`src/rtl/regfile_write_queue.sv`:
```
// -----------------------------------------------------------------------------
// regfile_write_queue
//
// Write-side front end for the 32x32 register file. Writeback requests from
// the memory unit and the ALU are accepted over valid/ready, queued in arrival
// order, and drained one entry per cycle onto the file's single write port.
// A combinational bypass lets readers see queued data that the file does not
// hold yet.
//
// Handshake: a request transfers on a rising edge of Clk when Valid and Ready
// are both 1 on that edge. Ready is a function of Count (and MEM_Valid for the
// ALU port) only. It never looks at the pop happening in the same cycle, so
// the queue cannot overflow even when the head is being drained. A source may
// hold Valid with changing Addr/Data; only the values on the transfer edge
// matter.
//
// Ports
//   Clk, Reset              clock (rising edge) / async active-low reset
//   MEM_Valid/Ready/Addr/Data  memory-unit write request
//   ALU_Valid/Ready/Addr/Data  ALU write request
//   W_Addr, W_Data          queue head, to register file write port
//   Write_Reg               register file write enable (queue not empty)
//   R_Addr_A, R_Addr_B      read addresses shared with the register file
//   Fwd_Hit_A/B             a queued entry targets R_Addr_A/B
//   Fwd_Data_A/B            data of the youngest matching entry, 0 on miss
//   Count                   occupied entries
// -----------------------------------------------------------------------------
module regfile_write_queue #(
    parameter  int DEPTH = 4,
    parameter  int AW    = 5,
    parameter  int DW    = 32,
    localparam int CW    = $clog2(DEPTH) + 1
) (
    input  logic          Clk,
    input  logic          Reset,

    input  logic          MEM_Valid,
    output logic          MEM_Ready,
    input  logic [AW-1:0] MEM_Addr,
    input  logic [DW-1:0] MEM_Data,

    input  logic          ALU_Valid,
    output logic          ALU_Ready,
    input  logic [AW-1:0] ALU_Addr,
    input  logic [DW-1:0] ALU_Data,

    output logic [AW-1:0] W_Addr,
    output logic [DW-1:0] W_Data,
    output logic          Write_Reg,

    input  logic [AW-1:0] R_Addr_A,
    input  logic [AW-1:0] R_Addr_B,
    output logic          Fwd_Hit_A,
    output logic [DW-1:0] Fwd_Data_A,
    output logic          Fwd_Hit_B,
    output logic [DW-1:0] Fwd_Data_B,

    output logic [CW-1:0] Count
);

    localparam int            PW      = $clog2(DEPTH);
    localparam logic [CW-1:0] DEPTH_C = CW'(DEPTH);

    // Queue storage; slot validity is derived from rd_ptr and count_q.
    logic [AW-1:0] addr_q [DEPTH];
    logic [DW-1:0] data_q [DEPTH];

    logic [PW-1:0] rd_ptr;
    logic [PW-1:0] wr_ptr;
    logic [CW-1:0] count_q;
    logic [CW-1:0] free;

    logic          mem_fire;
    logic          alu_fire;
    logic          mem_push;
    logic          alu_push;
    logic          pop;
    logic [PW-1:0] alu_slot;

    // Entry at age k (0 = head/oldest) is valid when k < count_q.
    logic [DEPTH-1:0] age_valid;

    // ------------------------------------------------------------------
    // Flow control
    // ------------------------------------------------------------------
    assign free      = DEPTH_C - count_q;
    assign MEM_Ready = (free >= CW'(1));
    // With one slot left the memory unit has priority for it.
    assign ALU_Ready = (free >= CW'(2)) | ((free == CW'(1)) & ~MEM_Valid);

    assign mem_fire  = MEM_Valid & MEM_Ready;
    assign alu_fire  = ALU_Valid & ALU_Ready;

    // Register 0 is hard-wired; such requests are acknowledged and dropped.
    assign mem_push  = mem_fire & (MEM_Addr != '0);
    assign alu_push  = alu_fire & (ALU_Addr != '0);

    // The write port never stalls, so a non-empty queue always pops.
    assign pop       = (count_q != '0);

    // The ALU entry lands behind the MEM entry when both are enqueued.
    assign alu_slot  = wr_ptr + PW'(mem_push);

    // ------------------------------------------------------------------
    // Queue state
    // ------------------------------------------------------------------
    always_ff @(posedge Clk or negedge Reset) begin
        if (!Reset) begin
            rd_ptr  <= '0;
            wr_ptr  <= '0;
            count_q <= '0;
            for (int i = 0; i < DEPTH; i++) begin
                addr_q[i] <= '0;
                data_q[i] <= '0;
            end
        end else begin
            if (mem_push) begin
                addr_q[wr_ptr] <= MEM_Addr;
                data_q[wr_ptr] <= MEM_Data;
            end
            if (alu_push) begin
                addr_q[alu_slot] <= ALU_Addr;
                data_q[alu_slot] <= ALU_Data;
            end
            if (pop) begin
                rd_ptr <= rd_ptr + PW'(1);
            end
            wr_ptr  <= wr_ptr + PW'(mem_push) + PW'(alu_push);
            count_q <= count_q + CW'(mem_push) + CW'(alu_push) - CW'(pop);
        end
    end

    // ------------------------------------------------------------------
    // Write port: head entry, forced to zero while the queue is empty
    // ------------------------------------------------------------------
    assign Write_Reg = pop;
    assign W_Addr    = pop ? addr_q[rd_ptr] : '0;
    assign W_Data    = pop ? data_q[rd_ptr] : '0;
    assign Count     = count_q;

    // ------------------------------------------------------------------
    // Bypass
    // ------------------------------------------------------------------
    always_comb begin
        age_valid = '0;
        for (int k = 0; k < DEPTH; k++) begin
            age_valid[k] = (CW'(k) < count_q);
        end
    end

    // Scan from oldest to youngest so the youngest match overwrites older ones.
    // The head is included: the file does not hold it until the edge ends.
    always_comb begin
        Fwd_Hit_A  = 1'b0;
        Fwd_Data_A = '0;
        Fwd_Hit_B  = 1'b0;
        Fwd_Data_B = '0;
        for (int k = 0; k < DEPTH; k++) begin
            if (age_valid[k] && (R_Addr_A != '0) &&
                (addr_q[rd_ptr + PW'(k)] == R_Addr_A)) begin
                Fwd_Hit_A  = 1'b1;
                Fwd_Data_A = data_q[rd_ptr + PW'(k)];
            end
            if (age_valid[k] && (R_Addr_B != '0) &&
                (addr_q[rd_ptr + PW'(k)] == R_Addr_B)) begin
                Fwd_Hit_B  = 1'b1;
                Fwd_Data_B = data_q[rd_ptr + PW'(k)];
            end
        end
    end

endmodule

```
`config.mk`:
```
export PLATFORM = sky130hd
export DESIGN_NAME = regfile_write_queue
export DESIGN_NICKNAME = d
export VERILOG_FILES = /design/src/rtl/regfile_write_queue.sv
export SDC_FILE = /design/constraint.sdc
export NUM_CORES = 1
export LEC_CHECK = 0
export BUFFER_PORTS_ARGS = -buffer_cell sky130_fd_sc_hd__clkbuf_2
export CAP_MARGIN = 20
export CORE_MARGIN = 8
export CORE_UTILIZATION = 50
export CTS_CLUSTER_SIZE = 14
export DETAILED_ROUTE_END_ITERATION = 10
export GPL_TIMING_DRIVEN = 0
export MAX_ROUTING_LAYER = met4
export PLACE_DENSITY = 0.71
export SLEW_MARGIN = 25
export SYNTH_ARGS = -nofsm -noshare
export SYNTH_HDL_FRONTEND = slang
export SYNTH_SLANG_ARGS = --single-unit
```
`constraint.sdc`:
```
create_clock -name Clk -period 6.8 [get_ports Clk]
set_input_delay 0.68 -clock Clk [delete_from_list [all_inputs] [get_ports Clk]]
set_output_delay 0.68 -clock Clk [all_outputs]
set_load 0.01 [all_outputs]
```
* Word-level counts from Yosys, hierarchy flattened
Cells that the tools add are included.
** Cells by class
- Mux-type cells :: 58
- Equality and inequality tests :: 9
- Add/subtract/negate cells :: 9
- Bitwise gates (word level) :: 13
- Magnitude comparators :: 14
- Reductions and logical operators :: 23
** Operators by type and width (count)
- 2-to-1 mux 32 bit :: 19
- binary-select mux 32 bit (select 2 bit) :: 4
- bitwise mux 128 bit :: 2
- 2-to-1 mux 128 bit :: 2
- demux 32 bit (select 2 bit) :: 2
- 2-to-1 mux 5 bit :: 11
- binary-select mux 5 bit (select 2 bit) :: 4
- bitwise mux 20 bit :: 2
- equality test 5 bit :: 8
- 2-to-1 mux 20 bit :: 2
- demux 5 bit (select 2 bit) :: 2
- nonzero test 5 bit :: 4
- >= comparator 3 bit (second input constant) :: 6
- logical AND 1 bit :: 18
- NOT 2 -> 3 bit :: 6
- 2-to-1 mux 1 bit :: 8
- adder 3 x 1 -> 3 bit :: 2
- less-than comparator 1 x 3 -> 1 bit (first input constant) :: 2
- less-than comparator 2 x 3 -> 1 bit (first input constant) :: 2
- less-than comparator 3 x 1 -> 1 bit (second input constant) :: 2
- bitwise AND 1 bit :: 5
- adder 2 x 1 -> 2 bit :: 2
- adder 2 bit (second input constant) :: 2
- equality test 3 x 1 -> 1 bit (second input constant) :: 1
- 8 further kinds :: 8
** Storage, ports and cells
- Output and inout port bits :: 109
- Input bits :: 88
- Register bits after elaboration :: 155
- Word-level logic and storage cells :: 137

* Longest topological paths before layout
- Depth in word-level cells :: 12
- Depth in mapped cells :: 15
- Depth with buffers taken out :: 13

* Worst setup path after synthesis
OpenSTA, ideal clock, no wires.
- Path kind :: input -> output
- Start :: input port R_Addr_A[3]
- End :: output port Fwd_Data_A[20]
- Cell stages on the path :: 10
- Arrival time :: 2.750 ns
- Path buffers :: 3
- Path slack :: 3.370 ns
- Data required time :: 6.120 ns
- Cells stage by stage :: clkbuf_1 nor4_1 nor2b_1 or4_4 a211oi_4 a21oi_2 buf_4 buf_6 a22oi_1 a21oi_1
** Between the ends
- Longest elaborated chain between the ends :: 7
- Elaborated cells between the ends (all ways) :: 17
- Those cells by class :: 4 x eq/ne; 4 x mux; 9 x reduce/logical
** RTL lines
- start, declared :: RTL line 51 : input logic [AW-1:0] R_Addr_A,
- nonzero test 5 bit :: RTL line 159 : if (age_valid[k] && (R_Addr_A != '0) &&
- logical AND 1 bit (2 in a row) :: RTL line 159
- 2-to-1 mux 32 bit (3 in a row) :: RTL line 159
- 2-to-1 mux 32 bit * :: RTL line 159
- end, declared :: RTL line 54 : output logic [DW-1:0] Fwd_Data_A,
Mark *: on every way between the ends. The rest lies on a longest branch, timed or not.

* Worst setup path in the final report
- Start :: register rd_ptr[0]
- End :: output port Fwd_Data_A[15]
** Between the ends
- Longest elaborated chain between the ends :: 10
- Elaborated cells between the ends (all ways) :: 43
- Those cells by class :: 3 x add/sub; 4 x eq/ne; 28 x mux; 4 x bitwise; 4 x reduce/logical
** RTL lines
- start, declared :: RTL line 68 : logic [PW-1:0] rd_ptr;
- start signal, assigned :: RTL line 126 : rd_ptr <= rd_ptr + PW'(1);
- adder 2 x 1 -> 2 bit / NOT 2 -> 3 bit (equally long branches) :: RTL line 160, 162
- NOT 2 -> 3 bit (not written as such) / binary-select mux 5 bit (select 2 bit) (equally long branches) :: RTL line 160, 162
- binary-select mux 5 bit (select 2 bit) / 2-to-1 mux 5 bit (equally long branches) :: RTL line 160 : (addr_q[rd_ptr + PW'(k)] == R_Addr_A)) begin
- 2-to-1 mux 5 bit (not written as such) :: RTL line 160
- 2-to-1 mux 5 bit (not written as such) / equality test 5 bit (equally long branches) :: RTL line 160
- equality test 5 bit / logical AND 1 bit (equally long branches) :: RTL line 160, 159
- logical AND 1 bit / 2-to-1 mux 32 bit (equally long branches) :: RTL line 159
- 2-to-1 mux 32 bit (2 in a row) :: RTL line 159
- 2-to-1 mux 32 bit * :: RTL line 159
Mark *: on every way between the ends. The rest lies on a longest branch, timed or not. The select of a mux whose other input is x is not followed.

==> results.py <==
metrics = {
    "status": {
        "outcome": "finished, final reports clean",
    },
    "cts": {
        "htreeDepth": 4,
        "cts_resized": 0,
        "path_clk_slew_ns": 0.07,
        "holdBufCountCts": 0,
        "clk_latency_ns": 0.46,
        "cts_root_buf": "clkbuf_16",
        "post-cts-setup-buffers": 0,
        "cts_buffers": 17,
        "cts_tree": "built",
        "cts_max_path_buffers": 2,
        "cts_sinks": 155,
    },
    "global_routing": {
        "grt_pass1_wl_um": 89700,
        "grt_max_degree": 81,
        "grt_pass1_vias": 14700,
        "gr-total-overflow": 0,
        "antenna_found_initial": 2,
        "grtUsageTotal_pct": 36.7,
    },
    "worst_setup_path": {
        "start_kind": "register",
        "cp.arrival_ns": 4.87,
        "crit_fanout": 10,
        "required_ns": 6.12,
        "end_kind": "output port",
        "crit_type": "reg2out",
    },
    "drt": {
        "drtIter0Drc": 2022,
        "post-route-drc-count": 0,
        "dr.pass1.iters": 6,
        "ant_nets": 0,
        "via_count": 14700,
        "routed_wl_um": 59400,
        "avgViaCountPerCell": 6.62,
        "post_drt_wl_per_cell_um": 26.8,
    },
    "timing": {
        "fin_crit_ns": 5.55,
        "fin_ws_ns": 1.25,
        "hold_slack_ns": 0.221,
        "min_period_over_period_pct": 81.6,
        "clock_skew_ns": 0.0124,
        "setup_tns_ns": 0,
        "setup-violations-final": 0,
        "slew_violations": 0,
        "max-slew-margin-rel_pct": 25.5,
        "tightest_slew_ns": 1.12,
        "rsz0062_at_grt": "no",
        "max_freq_ghz": 0.180,
        "final_hold_viol_count": 0,
    },
    "power": {
        "ir_drop_mv": 0.299,
        "total_power_w": 0.00986,
        "leakagePower_nw": 6.72,
        "p_per_area_nw_per_um2": 638,
    },
    "place": {
        "place_congestion": 1.01,
        "place_hpwl_um": 43400,
        "dp_worst_setup_slack_ns": 2.08,
        "numPortBuffers": 186,
    },
    "logic_synthesis": {
        "avgSynthCellArea_um2": 8.12,
        "synth-edff-count": 0,
        "ys.flop_type": "dfrtp_1",
        "synth.distinct_cells": 48,
        "postSynthCellCount": 1657,
        "yosysSeqAreaShare_pct": 28.8,
        "ys_ff_latch": 155,
        "yosysWarnings": 0,
        "async_reset_ff_share_pct": 100,
        "synthesis.nets": 1756,
        "synth_area_um2": 13500,
    },
    "job": {
        "drv_cap": 0,
    },
    "final_layout": {
        "area_growth_pct": 14.8,
        "finalNetCount": 1962,
        "utilization_pct": 57.8,
        "drive_gt1_share_pct": 17.9,
        "n_antenna_cell": 0,
    },
    "die": {
        "die_w_um": 180,
        "rows": 60,
        "initial_core_util_pct": 50.4,
        "die-area_um2": 32400,
        "die-height_um": 180,
        "core_um2": 26700,
        "ios": 197,
    },
    "worst_hold_path": {
        "worstHoldPathType": "in2async",
    },
}
synthesized netlist by cell type, types with 14 or more instances:
cell      count  area share [%]
nor2_1      103             2.9
a22oi_1      29             1.6
a21oi_1     150             5.6
nand4_1      21            0.98
and2_1       26             1.2
buf_2        34             1.3
mux2i_1     256              19
nand2_1     252             7.0
dfrtp_1     155              29
xor2_1       14            0.91
o22ai_1      35             1.6
nor2b_1      28             1.3
xnor2_1      32             2.1
o21ai_0     184             6.8
mux4_2       15             2.5
clkbuf_1    107             3.0
a211oi_1     48             2.7
mux2_2       50             4.2
registers in the layout (all words and copies together) (netlist names):
name and flops:
rd_ptr 2, addr_q 20, wr_ptr 2, Count 3, data_q 128
area by class of cell:
class,instances,area (um2)
timing repair buffer,187,967
inverter,11,41.3
clock buffer,18,439
clock inverter,14,158
buffer,157,652
tap,341,427
multi-input combinational,1334,8890
fill,2458,11300
sequential,155,3880
per-stage QoR:
step	instances	cell area, um2
2_1_floorplan	1657	13500
3_3_place_gp	2184	14800
3_5_place_dp	2185	14900
4_1_cts	2217	15400
5_1_grt	2217	15400
6_report	2217	15400
layout by cell type (no fill, tap or decap), types with 7 or more instances in the layout:
cell       instances
nand2_1          252
inv_6              7
mux2i_1          256
dfrtp_1          155
buf_1             12
o21ai_1           10
inv_1             10
o221a_2            9
a21oi_1          150
xnor2_1           32
mux2_2            50
clkbuf_2         185
clkbuf_1         107
mux4_2            15
nand4_1           21
a22oi_1           29
xor2_1            14
ha_1               9
nor2_1           103
or3_1              7
nor3_1            12
o21ai_0          184
clkbuf_16         17
a211oi_1          48
and2_1            26
nor2b_1           28
o22ai_1           35
buf_2             35
per-layer routing:
metal | vias to the layer above | track usage (%) | routed length, um | share of wire, %
met5 | - | - | 0 | 0
met4 | 0 | 15.7 | 2510 | 4.2
met3 | 192 | 9.86 | 6820 | 11
met2 | 1062 | 54.4 | 25900 | 44
met1 | 7069 | 46.9 | 24200 | 41
li1 | 6361 | - | - | -
logic make-up (layout without fill, tap and decap cells):
| logic type | after synthesis | after routing | share of synthesized area (%) |
|---|---|---|---|
| AO/OA/AOI/OAI | 478 | 478 | 20.4 |
| XOR/XNOR | 46 | 46 | 2.99 |
| adder cells (fa/ha/maj) | 11 | 11 | 1.13 |
| buffers and inverters | 168 | 387 | 5.14 |
| flip-flops | 155 | 155 | 28.8 |
| multiplexers | 325 | 325 | 26.1 |
| AND/OR/NAND/NOR | 474 | 474 | 15.4 |
worst max-delay path: stages, from the launching register on:
cell,delay (ns)
dfrtp_1,0.38
buf_6,0.15
buf_2,0.23
buf_2,0.25
clkinv_1,0.23
clkbuf_1,0.46
clkbuf_1,0.66
buf_1,0.61
buf_1,0.74
a21oi_1,0.27
nor2_1,0.15
a21oi_1,0.09
clkbuf_2,0.19
report_power, final:
part / switching [W] / internal [W] / leakage [nW]
combinational: 0.00446 / 0.00250 / 4.53
clock: 0.000441 / 0.000559 / 0.291
sequential: 0.000485 / 0.00141 / 1.89
final timing paths:
check	startpoint	endpoint	slack (ns)	cells after the start
hold / removal	Reset	data_q[84]$_DFF_PN0_	0.22	1
setup reg to reg	Count[0]$_DFF_PN0_	data_q[111]$_DFF_PN0_	2.49	15
hold reg to reg	data_q[39]$_DFF_PN0_	data_q[39]$_DFF_PN0_	0.60	2
setup / recovery	rd_ptr[0]$_DFFE_PN0N_	Fwd_Data_A[15]	1.25	12
min in group Clk	ALU_Data[13]	data_q[109]$_DFF_PN0_	0.48	3
max in group asynchronous	Reset	data_q[67]$_DFF_PN0_	5.72	2
Power figures use the tool's default switching activity.
